===== src/rtl/pipe_control_unit.sv =====
// Pipelined MIPS control: ID decode, EX/MEM/WB control bundle registers, mult/div interlock.
// Define MULDIV_EN to decode mult/div/mfhi/mflo and build the HI/LO busy counter.
module pipe_control_unit #(
    parameter int unsigned ALU_CTRL_W = 4,
    parameter int unsigned MULDIV_LAT = 32
) (
    input  logic                  clk,
    input  logic                  rst,
    input  logic [5:0]            opcode,
    input  logic [5:0]            funct,
    input  logic                  stall_in,
    input  logic                  flush_ex,
    output logic                  branch_id,
    output logic                  jump_id,
    output logic                  jrsrc_id,
    output logic                  stall_out,
    output logic                  illegal_id,
    output logic                  reg_dst_ex,
    output logic                  alu_src_ex,
    output logic [ALU_CTRL_W-1:0] alu_ctrl_ex,
    output logic                  jalsrc_ex,
    output logic [1:0]            hilo_sel_ex,
    output logic                  we_dm_mem,
    output logic                  we_reg_wb,
    output logic                  dm2reg_wb,
    output logic                  muldiv_start,
    output logic                  muldiv_busy
);

    localparam logic [ALU_CTRL_W-1:0] AluAnd = ALU_CTRL_W'(4'b0000);
    localparam logic [ALU_CTRL_W-1:0] AluOr  = ALU_CTRL_W'(4'b0001);
    localparam logic [ALU_CTRL_W-1:0] AluAdd = ALU_CTRL_W'(4'b0010);
    localparam logic [ALU_CTRL_W-1:0] AluSub = ALU_CTRL_W'(4'b0110);
    localparam logic [ALU_CTRL_W-1:0] AluSlt = ALU_CTRL_W'(4'b0111);

    // A zero latency would never raise busy, so the interlock would be meaningless.
    if (MULDIV_LAT == 0) begin : g_bad_lat
        $error("MULDIV_LAT must be at least 1");
    end

    typedef struct packed {
        logic                  reg_dst;
        logic                  alu_src;
        logic [ALU_CTRL_W-1:0] alu_ctrl;
        logic                  jalsrc;
        logic [1:0]            hilo_sel;
        logic                  we_dm;
        logic                  we_reg;
        logic                  dm2reg;
    } ctrl_t;

    ctrl_t dec;
    ctrl_t ex_d, ex_q;
    logic  mem_we_dm_q, mem_we_reg_q, mem_dm2reg_q;
    logic  wb_we_reg_q, wb_dm2reg_q;

`ifdef MULDIV_EN
    logic muldiv_op;
    logic hilo_dep;
`endif

    always_comb begin
        dec        = '0;
        branch_id  = 1'b0;
        jump_id    = 1'b0;
        jrsrc_id   = 1'b0;
        illegal_id = 1'b0;
`ifdef MULDIV_EN
        muldiv_op  = 1'b0;
        hilo_dep   = 1'b0;
`endif
        case (opcode)
            6'h00: begin
                case (funct)
                    6'h20: begin dec.reg_dst = 1'b1; dec.we_reg = 1'b1; dec.alu_ctrl = AluAdd; end
                    6'h22: begin dec.reg_dst = 1'b1; dec.we_reg = 1'b1; dec.alu_ctrl = AluSub; end
                    6'h24: begin dec.reg_dst = 1'b1; dec.we_reg = 1'b1; dec.alu_ctrl = AluAnd; end
                    6'h25: begin dec.reg_dst = 1'b1; dec.we_reg = 1'b1; dec.alu_ctrl = AluOr;  end
                    6'h2A: begin dec.reg_dst = 1'b1; dec.we_reg = 1'b1; dec.alu_ctrl = AluSlt; end
                    6'h08: jrsrc_id = 1'b1;
`ifdef MULDIV_EN
                    6'h10: begin
                        dec.reg_dst  = 1'b1;
                        dec.we_reg   = 1'b1;
                        dec.hilo_sel = 2'b01;
                        hilo_dep     = 1'b1;
                    end
                    6'h12: begin
                        dec.reg_dst  = 1'b1;
                        dec.we_reg   = 1'b1;
                        dec.hilo_sel = 2'b10;
                        hilo_dep     = 1'b1;
                    end
                    6'h18, 6'h19, 6'h1A, 6'h1B: begin
                        muldiv_op = 1'b1;
                        hilo_dep  = 1'b1;
                    end
`endif
                    default: illegal_id = 1'b1;
                endcase
            end
            6'h23: begin
                dec.alu_src  = 1'b1;
                dec.we_reg   = 1'b1;
                dec.dm2reg   = 1'b1;
                dec.alu_ctrl = AluAdd;
            end
            6'h2B: begin dec.alu_src = 1'b1; dec.we_dm = 1'b1; dec.alu_ctrl = AluAdd; end
            6'h04: begin branch_id = 1'b1; dec.alu_ctrl = AluSub; end
            6'h08: begin dec.alu_src = 1'b1; dec.we_reg = 1'b1; dec.alu_ctrl = AluAdd; end
            6'h02: jump_id = 1'b1;
            6'h03: begin jump_id = 1'b1; dec.jalsrc = 1'b1; dec.we_reg = 1'b1; end
            default: illegal_id = 1'b1;
        endcase
    end

`ifdef MULDIV_EN
    localparam int unsigned CntW = $clog2(MULDIV_LAT + 1);

    logic [CntW-1:0] cnt_q;

    assign muldiv_busy  = (cnt_q != '0);
    assign stall_out    = stall_in | (muldiv_busy & hilo_dep);
    assign muldiv_start = muldiv_op & ~stall_out & ~flush_ex;

    // stall_in deliberately does not pause the count; the unit runs independently.
    always_ff @(posedge clk) begin
        if (rst) begin
            cnt_q <= '0;
        end else if (muldiv_start) begin
            cnt_q <= CntW'(MULDIV_LAT);
        end else if (cnt_q != '0) begin
            cnt_q <= cnt_q - CntW'(1);
        end
    end
`else
    assign muldiv_busy  = 1'b0;
    assign stall_out    = stall_in;
    assign muldiv_start = 1'b0;
`endif

    assign ex_d = (stall_out || flush_ex) ? '0 : dec;

    always_ff @(posedge clk) begin
        if (rst) begin
            ex_q         <= '0;
            mem_we_dm_q  <= 1'b0;
            mem_we_reg_q <= 1'b0;
            mem_dm2reg_q <= 1'b0;
            wb_we_reg_q  <= 1'b0;
            wb_dm2reg_q  <= 1'b0;
        end else begin
            ex_q         <= ex_d;
            mem_we_dm_q  <= ex_q.we_dm;
            mem_we_reg_q <= ex_q.we_reg;
            mem_dm2reg_q <= ex_q.dm2reg;
            wb_we_reg_q  <= mem_we_reg_q;
            wb_dm2reg_q  <= mem_dm2reg_q;
        end
    end

    assign reg_dst_ex  = ex_q.reg_dst;
    assign alu_src_ex  = ex_q.alu_src;
    assign alu_ctrl_ex = ex_q.alu_ctrl;
    assign jalsrc_ex   = ex_q.jalsrc;
    assign hilo_sel_ex = ex_q.hilo_sel;
    assign we_dm_mem   = mem_we_dm_q;
    assign we_reg_wb   = wb_we_reg_q;
    assign dm2reg_wb   = wb_dm2reg_q;

endmodule

===== config.mk =====
export PLATFORM = sky130hd
export DESIGN_NAME = pipe_control_unit
export DESIGN_NICKNAME = d
export VERILOG_FILES = /design/src/rtl/pipe_control_unit.sv
export SDC_FILE = /design/constraint.sdc
export NUM_CORES = 1
export LEC_CHECK = 0
export BUFFER_PORTS_ARGS = -buffer_cell sky130_fd_sc_hd__clkbuf_2
export CAP_MARGIN = 20
export CORE_MARGIN = 2
export CORE_UTILIZATION = 42
export DETAILED_ROUTE_END_ITERATION = 6
export PLACE_DENSITY_LB_ADDON = 0.2
export REMOVE_ABC_BUFFERS = 1
export SYNTH_ARGS = -nofsm -noshare
export SYNTH_HDL_FRONTEND = slang
export SYNTH_SLANG_ARGS = --single-unit

===== constraint.sdc =====
create_clock -name clk -period 2.75 [get_ports clk]
set_input_delay 0.6875 -clock clk [delete_from_list [all_inputs] [get_ports clk]]
set_output_delay 0.6875 -clock clk [all_outputs]
set_load 0.03 [all_outputs]

### Word-level counts from Yosys, hierarchy flattened

Cells that the tools add are included.

* muxes and demuxes: 14
* reduce and logical (&&, ||, !) cells: 10
* bitwise logic cells: 1
* equality and inequality tests: 12

Operators with widths (count)
* 6-bit equality test, second input constant: 7
* 6-bit by 2-bit equality test with 1-bit output, second input constant: 2
* 6-bit by 4-bit equality test with 1-bit output, second input constant: 2
* 3-bit one-hot mux with 4 select lines: 1
* 4-bit one-hot mux with 3 select lines: 1
* 6-bit OR reduction: 2
* 1-bit 2-to-1 mux: 10
* 3-bit OR reduction: 3
* 6-bit by 3-bit equality test with 1-bit output, second input constant: 1
* 6-bit zero test: 1
* 5-bit OR reduction: 1
* 1-bit one-hot mux with 2 select lines: 2
* 2-bit OR reduction: 2
* 1-bit logical OR: 1
* 1-bit NOT: 1

* register bits after elaboration: 17
* logic and storage cells: 50
* bits of input ports: 16
* output and inout bits: 19

### Longest topological paths before layout

Gate-level depths: netlist of the first run.

* word-level depth: 4
* gate-level depth with buffers: 4
* gate-level depth less buffers: 4

### Least setup slack after synthesis of the first run

Ideal clock, no wire load.

* path kind: input to output
* start: input port funct[0]
* end: output port illegal_id
* arrival time: 1962 ps
* path slack: 100 ps
* cell stages on the path: 4
* path buffers: 0
* required time: 2062 ps
* cell sequence: or3_1 or4_1 and4_1 a211o_1

* longest elaborated chain between the ends: 4
* elaborated cells on any way between the ends: 9
* classes of those cells: eq/ne: 6; mux: 2; reduce/logical: 1

RTL lines
* start, declared: line 10 `input logic [5:0] funct,`
* 6-bit equality test / 6-bit by 4-bit equality test with 1-bit output (equally long branches): line 74 `case (funct)`
* 6-bit OR reduction (no source line) (*)
* 1-bit 2-to-1 mux (*): line 74
* 1-bit one-hot mux with 2 select lines (*): line 72 `case (opcode)`
* end, declared: line 17 `output logic illegal_id,`

Every way passes the cells marked *; elsewhere a longest branch is shown, timed or not.

### Worst setup path after layout of the first run

Same ends and word-level chain as after synthesis.

==> results of run 1 <==
[cells by family (layout without fill, tap and decap cells)]
group,after synthesis,after routing
compound gates,10,10
simple gates,43,43
buf+inv,11,40
other cells,1,5
flops,14,14
[final timing paths]
path | start | to | slack (ns) | cells past startpoint
min reg2reg | ex_q[0] | mem_dm2reg_q | 0.44 | 1
min | ex_q[0] | mem_dm2reg_q | 0.44 | 1
max reg2reg | mem_dm2reg_q | dm2reg_wb | 2.23 | 1
max | funct[0] | illegal_id | -0.04 | 6
[worst max-delay path: cells and delay by family]
kind | cells | cell delay (ns)
and+or+nand+nor | 3 | 0.93
AOI/OAI and AO/OA | 1 | 0.25
buffers and inverters | 2 | 0.23
[final cells by class]
cell class	count	area [µm²]
well taps	16	20.0
clock buffers	3	22.5
multi-input cells	58	332
fillers	152	637
inverters	2	8.76
repair buffers	35	206
flip-flops and latches	14	280
[timing repair]
| action | 4_1_cts | 5_1_grt |
|---|---|---|
| pin swaps | 0 | 1 |
| buffers inserted | 0 | 0 |
| endpoints found under the setup margin | 1 | 1 |
| resized for setup | 2 | 3 |
[metal layers]
layer	up-vias	global-route usage, %
li1	333	-
met1	279	15.8
met2	21	24.4
met3	2	3.33
met4	0	9.09
met5	-	0
[power by group through the flow]
stage	logic, W	clock network (W)	registers [W]
after global placement	0.0000599	0	0.000208
after CTS	0.0000617	0.000107	0.000203
after floorplan	0.0000281	0	0.000208
after detailed placement	0.0000602	0	0.000208
after global routing	0.0000691	0.000118	0.000203
final	0.0000634	0.000102	0.000203
[cell usage in the layout (no fill, tap or decap), types with 3 or more instances in the layout]
| master | synthesis | routed |
|---|---|---|
| clkbuf_4 | 0 | 3 |
| nand3_1 | 3 | 3 |
| or3_1 | 5 | 5 |
| dfxtp_1 | 14 | 14 |
| nor2_1 | 9 | 9 |
| and2_1 | 3 | 3 |
| buf_4 | 9 | 6 |
| nor3_1 | 3 | 3 |
| nand2_1 | 3 | 3 |
| clkbuf_2 | 0 | 27 |
| conb_1 | 1 | 5 |
| nor2b_1 | 7 | 7 |
[metrics by stage]
stage               hold slack, ns  total power, W  worst slack (ns)  instance area [µm²]  utilization (%)
floorplan                    0.414        0.000236             0.100                  617                -
global placement             0.415        0.000268           -0.0669                  827             54.9
detailed placement           0.428        0.000268           -0.0715                  827             54.9
CTS                          0.445        0.000372           -0.0716                  858             57.0
global route                 0.463        0.000390           -0.0907                  870             57.7
finish                       0.438        0.000368           -0.0391                  870             57.7
[state kept, by name, summed over array words and instances (netlist names)]
name / cells
alu_ctrl_ex: 3
alu_src_ex: 1
dm2reg_wb: 1
ex_q: 3
jalsrc_ex: 1
mem_dm2reg_q: 1
mem_we_reg_q: 1
reg_dst_ex: 1
we_dm_mem: 1
we_reg_wb: 1
==> results.toml, run 1 <==
[yosys]
yosysTopAreaCell = "dfxtp_1"
netlist_top_cells_count = "dfxtp_1, buf_4, nor2_1, nor2b_1, or3_1"
synth_most_common_cell = "dfxtp_1"
synth_warnings = 0
synth_compound_area_share_pct = 9.91
synth_cells = 79
yosys.area_share.xor_xnor_pct = 0
yosys-top-cells-area = "dfxtp_1, buf_4, nor2b_1, nor2_1, or3_1"
synthSimpleGateAreaFrac_pct = 36.3
syn_area_per_cell_um2 = 8.47
synth_area_um2 = 669
synth_mux_area_share_pct = 0
yosysUniqueCellTypes = 29
synthArstFlopShare_pct = 0
yosysSeqAreaShare_pct = 41.9
synth_ff_type = "dfxtp_1"
synth_edf_count = 0
synthAdderAreaFrac_pct = 0
synth_top_family_by_area = "simple AND/OR/NAND/NOR gates"
yosys.area.top_type_share_pct = 41.9
ys_ff_latch = 14

[clocking]
ctsHoldBuffers = 0
htreeDepth = 1
clk_pin_slew_ns = 0.07
clock-sinks = 14
cts_root_buffer = "clkbuf_4"
clk_latency_ns = 0.26
cts_buffers = 3
clockBufferDepth = 2
cts_tree = "built"

[route]
met1Wirelength_um = 528
drt_iter0_markers = 5
wl_met3_um = 76
dr.pass1.iters = 2
drc_errors = 0
vias_per_cell = 4.96
wl_um = 1260
wl_met2_um = 636
avgRoutedWirePerCell_um = 9.86
vias = 635
maxUsedRoutingLayer = "met4"
detail-route-antenna-nets = 0

[die]
initial_utilization_pct = 44.4
die_w_um = 43.9
fp.dieH_um = 43.9
die_area_um2 = 1930
pin_count = 35
core_um2 = 1510
rows = 14

[pwr]
power_frac_clock_pct = 27.6
p_int_w = 0.000279
seqPwrFrac_pct = 55.2
powerDensity_nw_per_um2 = 423
pwr-share-comb_pct = 17.2
switching_power_w = 0.0000891
p_sw_share_pct = 24.2
leakage_nw = 0.403
vdd_ir_drop_max_uv = 166

[timing]
drv_slew = 0
skew_ns = 0.00337
hold_violations = 0
min_period_over_period_pct = 101
period_minus_slack_ns = 2.79
rsz0062_at_grt = "yes"
max_freq_mhz = 359
setup_viol = 1
setup_ws_ns = -0.0391
tns_ns = -0.0391

[worst_setup_path]
slowest_stage = "or4_4"
crit_arrival_ns = 2.10
crit_type = "in2out"
crit_required_ns = 2.06
path_max_fanout = 2
crit_chain = "buf_6, or3_1, or4_4, and4_1, a211o_1, buf_8"
crit_path_end_kind = "output port"
critPathMaxStageDelay_ns = 0.41
crit_path_start_kind = "input port"

[cells_and_area]
n_antenna_cell = 0
nets = 130
synthToLayoutAreaGrowth_pct = 29.9
drive_above_1_share_pct = 37.5
stdcell_count = 128

[placement]
hpwlAfterDp_um = 1050
routabilityCongestion = 0.774
numPlacedInstances = 125
portBuffers = 29

[global_route]
grt_pass1_wl_um = 2070
grt_pass1_vias = 563
grt_max_degree = 8
grt_overflow = 0
grt_usage_pct = 14.3
antenna_found_initial = 0

[job]
drv_cap = 0

[run_status]
status = "finished, violations left"
violations = "negative setup slack"

[worst_hold_path]
hp-class = "reg2reg"
Power figures use the tool's default switching activity.
==> run 2, diff against run 1 <==
Clock period 2.75 ns to 3.19 ns, I/O delays scaled along.
==> results.toml, run 2 (synthesized netlist as in run 1, its figures left out) <==
[route]
wl_um = 1170
vias = 611
drt_iter0_markers = 2
detail-route-antenna-nets = 0
drc_errors = 0
avgRoutedWirePerCell_um = 9.54
dr.pass1.iters = 2
vias_per_cell = 4.97

[worst_hold_path]
hp-class = "reg2reg"
holdPathStages = 1
worstHoldStart = "ex_q[0]"
holdPathEnd = "mem_dm2reg_q"

[clocking]
htreeDepth = 1
clock-sinks = 14
clk_latency_ns = 0.26
post_cts_buffers = 0
cts_root_buffer = "clkbuf_4"
cts_buffers = 3
ctsHoldBuffers = 0
clk_pin_slew_ns = 0.07
clockBufferDepth = 2
cts_tree = "built"
ctsResizeCount = 0

[cells_and_area]
synthToLayoutAreaGrowth_pct = 21.3
n_antenna_cell = 0
fillers = 157
layout_common_cells = "clkbuf_2, dfxtp_1, nor2_1"
drive_above_1_share_pct = 33.6
nets = 125
final_common_cell = "clkbuf_2"

[die]
pin_count = 35
rows = 14
die_area_um2 = 1930
fp.dieH_um = 43.9
core_um2 = 1510
die_w_um = 43.9
initial_utilization_pct = 44.4

[worst_setup_path]
r2r_start = "mem_dm2reg_q"
reg2regPathDepth = 1
crit_required_ns = 2.39
critPathMostFrequentCell = "clkbuf_2"
path_max_fanout = 4
path_depth = 6
critPathMaxStageDelay_ns = 0.41
crit_path_start_kind = "input port"
worstReg2RegEnd = "dm2reg_wb"
crit_path_end_kind = "output port"
slowest_stage = "or4_1"
r2r_setup_slack_ns = 2.67
critical-path-top-delay-family = "simple AND/OR/NAND/NOR gates"
crit_type = "in2out"
worst-path-buf-inv = 2
crit_arrival_ns = 2.26
crit_chain = "clkbuf_2, or3_1, or4_1, and4_1, a211o_1, clkbuf_2"

[timing]
skew_ns = 0.00521
drv_slew = 0
hold_violations = 0
hold_slack_ns = 0.441
rsz0062_at_grt = "no"
min_period_over_period_pct = 95.8
max_freq_mhz = 327
setup_viol = 0
period_minus_slack_ns = 3.06
tns_ns = 0
setup_ws_ns = 0.133

[global_route]
grt_max_degree = 8
grt_pass1_vias = 537
grt_pass1_wl_um = 1920
antenna_found_initial = 0
grt_overflow = 0
grt_usage_pct = 13.3

[placement]
post-place-ws_ns = 0.119
portBuffers = 29
hpwlAfterDp_um = 997
routabilityCongestion = 0.790

[pwr]
report.power.total_w = 0.000312
leakage_nw = 0.371
powerDensity_nw_per_um2 = 384
vdd_ir_drop_max_uv = 134

[job]
drv_cap = 0

[run_status]
status = "finished clean"
run 2: cell types whose count changed in the layout (fill, tap and decap cells not counted):
cell	delta
buf_6	-1
or4_1	+1
buf_4	-5
buf_8	-1
clkbuf_2	+2
or4_4	-1
run 2: cell type report:
type	count	area (µm²)	share of cell area [%]
clock buffer	3	22.5	2.77
inverter	2	8.76	1.08
multi-input combinational	58	328	40.4
sequential	14	280	34.5
tap	16	20.0	2.47
timing repair buffer	30	153	18.8
run 2: per-stage QoR:
stage	area [µm²]	std cells	utilization, %
after floorplan	617	74	-
after global placement	790	120	52.4
after detailed placement	790	120	52.4
after CTS	812	123	53.9
after global routing	812	123	53.9
final	812	123	53.9
run 2: worst max path at each step:
stage,to,slack [ns],startpoint
6_report,illegal_id,0.13,funct[0]
5_1_grt,illegal_id,0.05,funct[0]
4_1_cts,illegal_id,0.11,funct[0]
3_5_place_dp,illegal_id,0.12,funct[0]
3_3_place_gp,illegal_id,0.14,funct[0]
2_1_floorplan,illegal_id,0.32,funct[0]
run 2: per-layer routing:
layer,vias to the layer above,global-route usage [%],wire length [µm]
met5,-,0,0
met4,0,9.70,20
met3,2,2.92,69
met2,21,22.6,559
met1,266,14.3,524
li1,322,-,-
run 2: power breakdown:
part           total (W)  internal, W  switching [W]
sequential      0.000175     0.000175   0.0000000738
clock          0.0000891    0.0000435      0.0000456
combinational  0.0000474    0.0000161      0.0000313
total           0.000312     0.000235      0.0000770
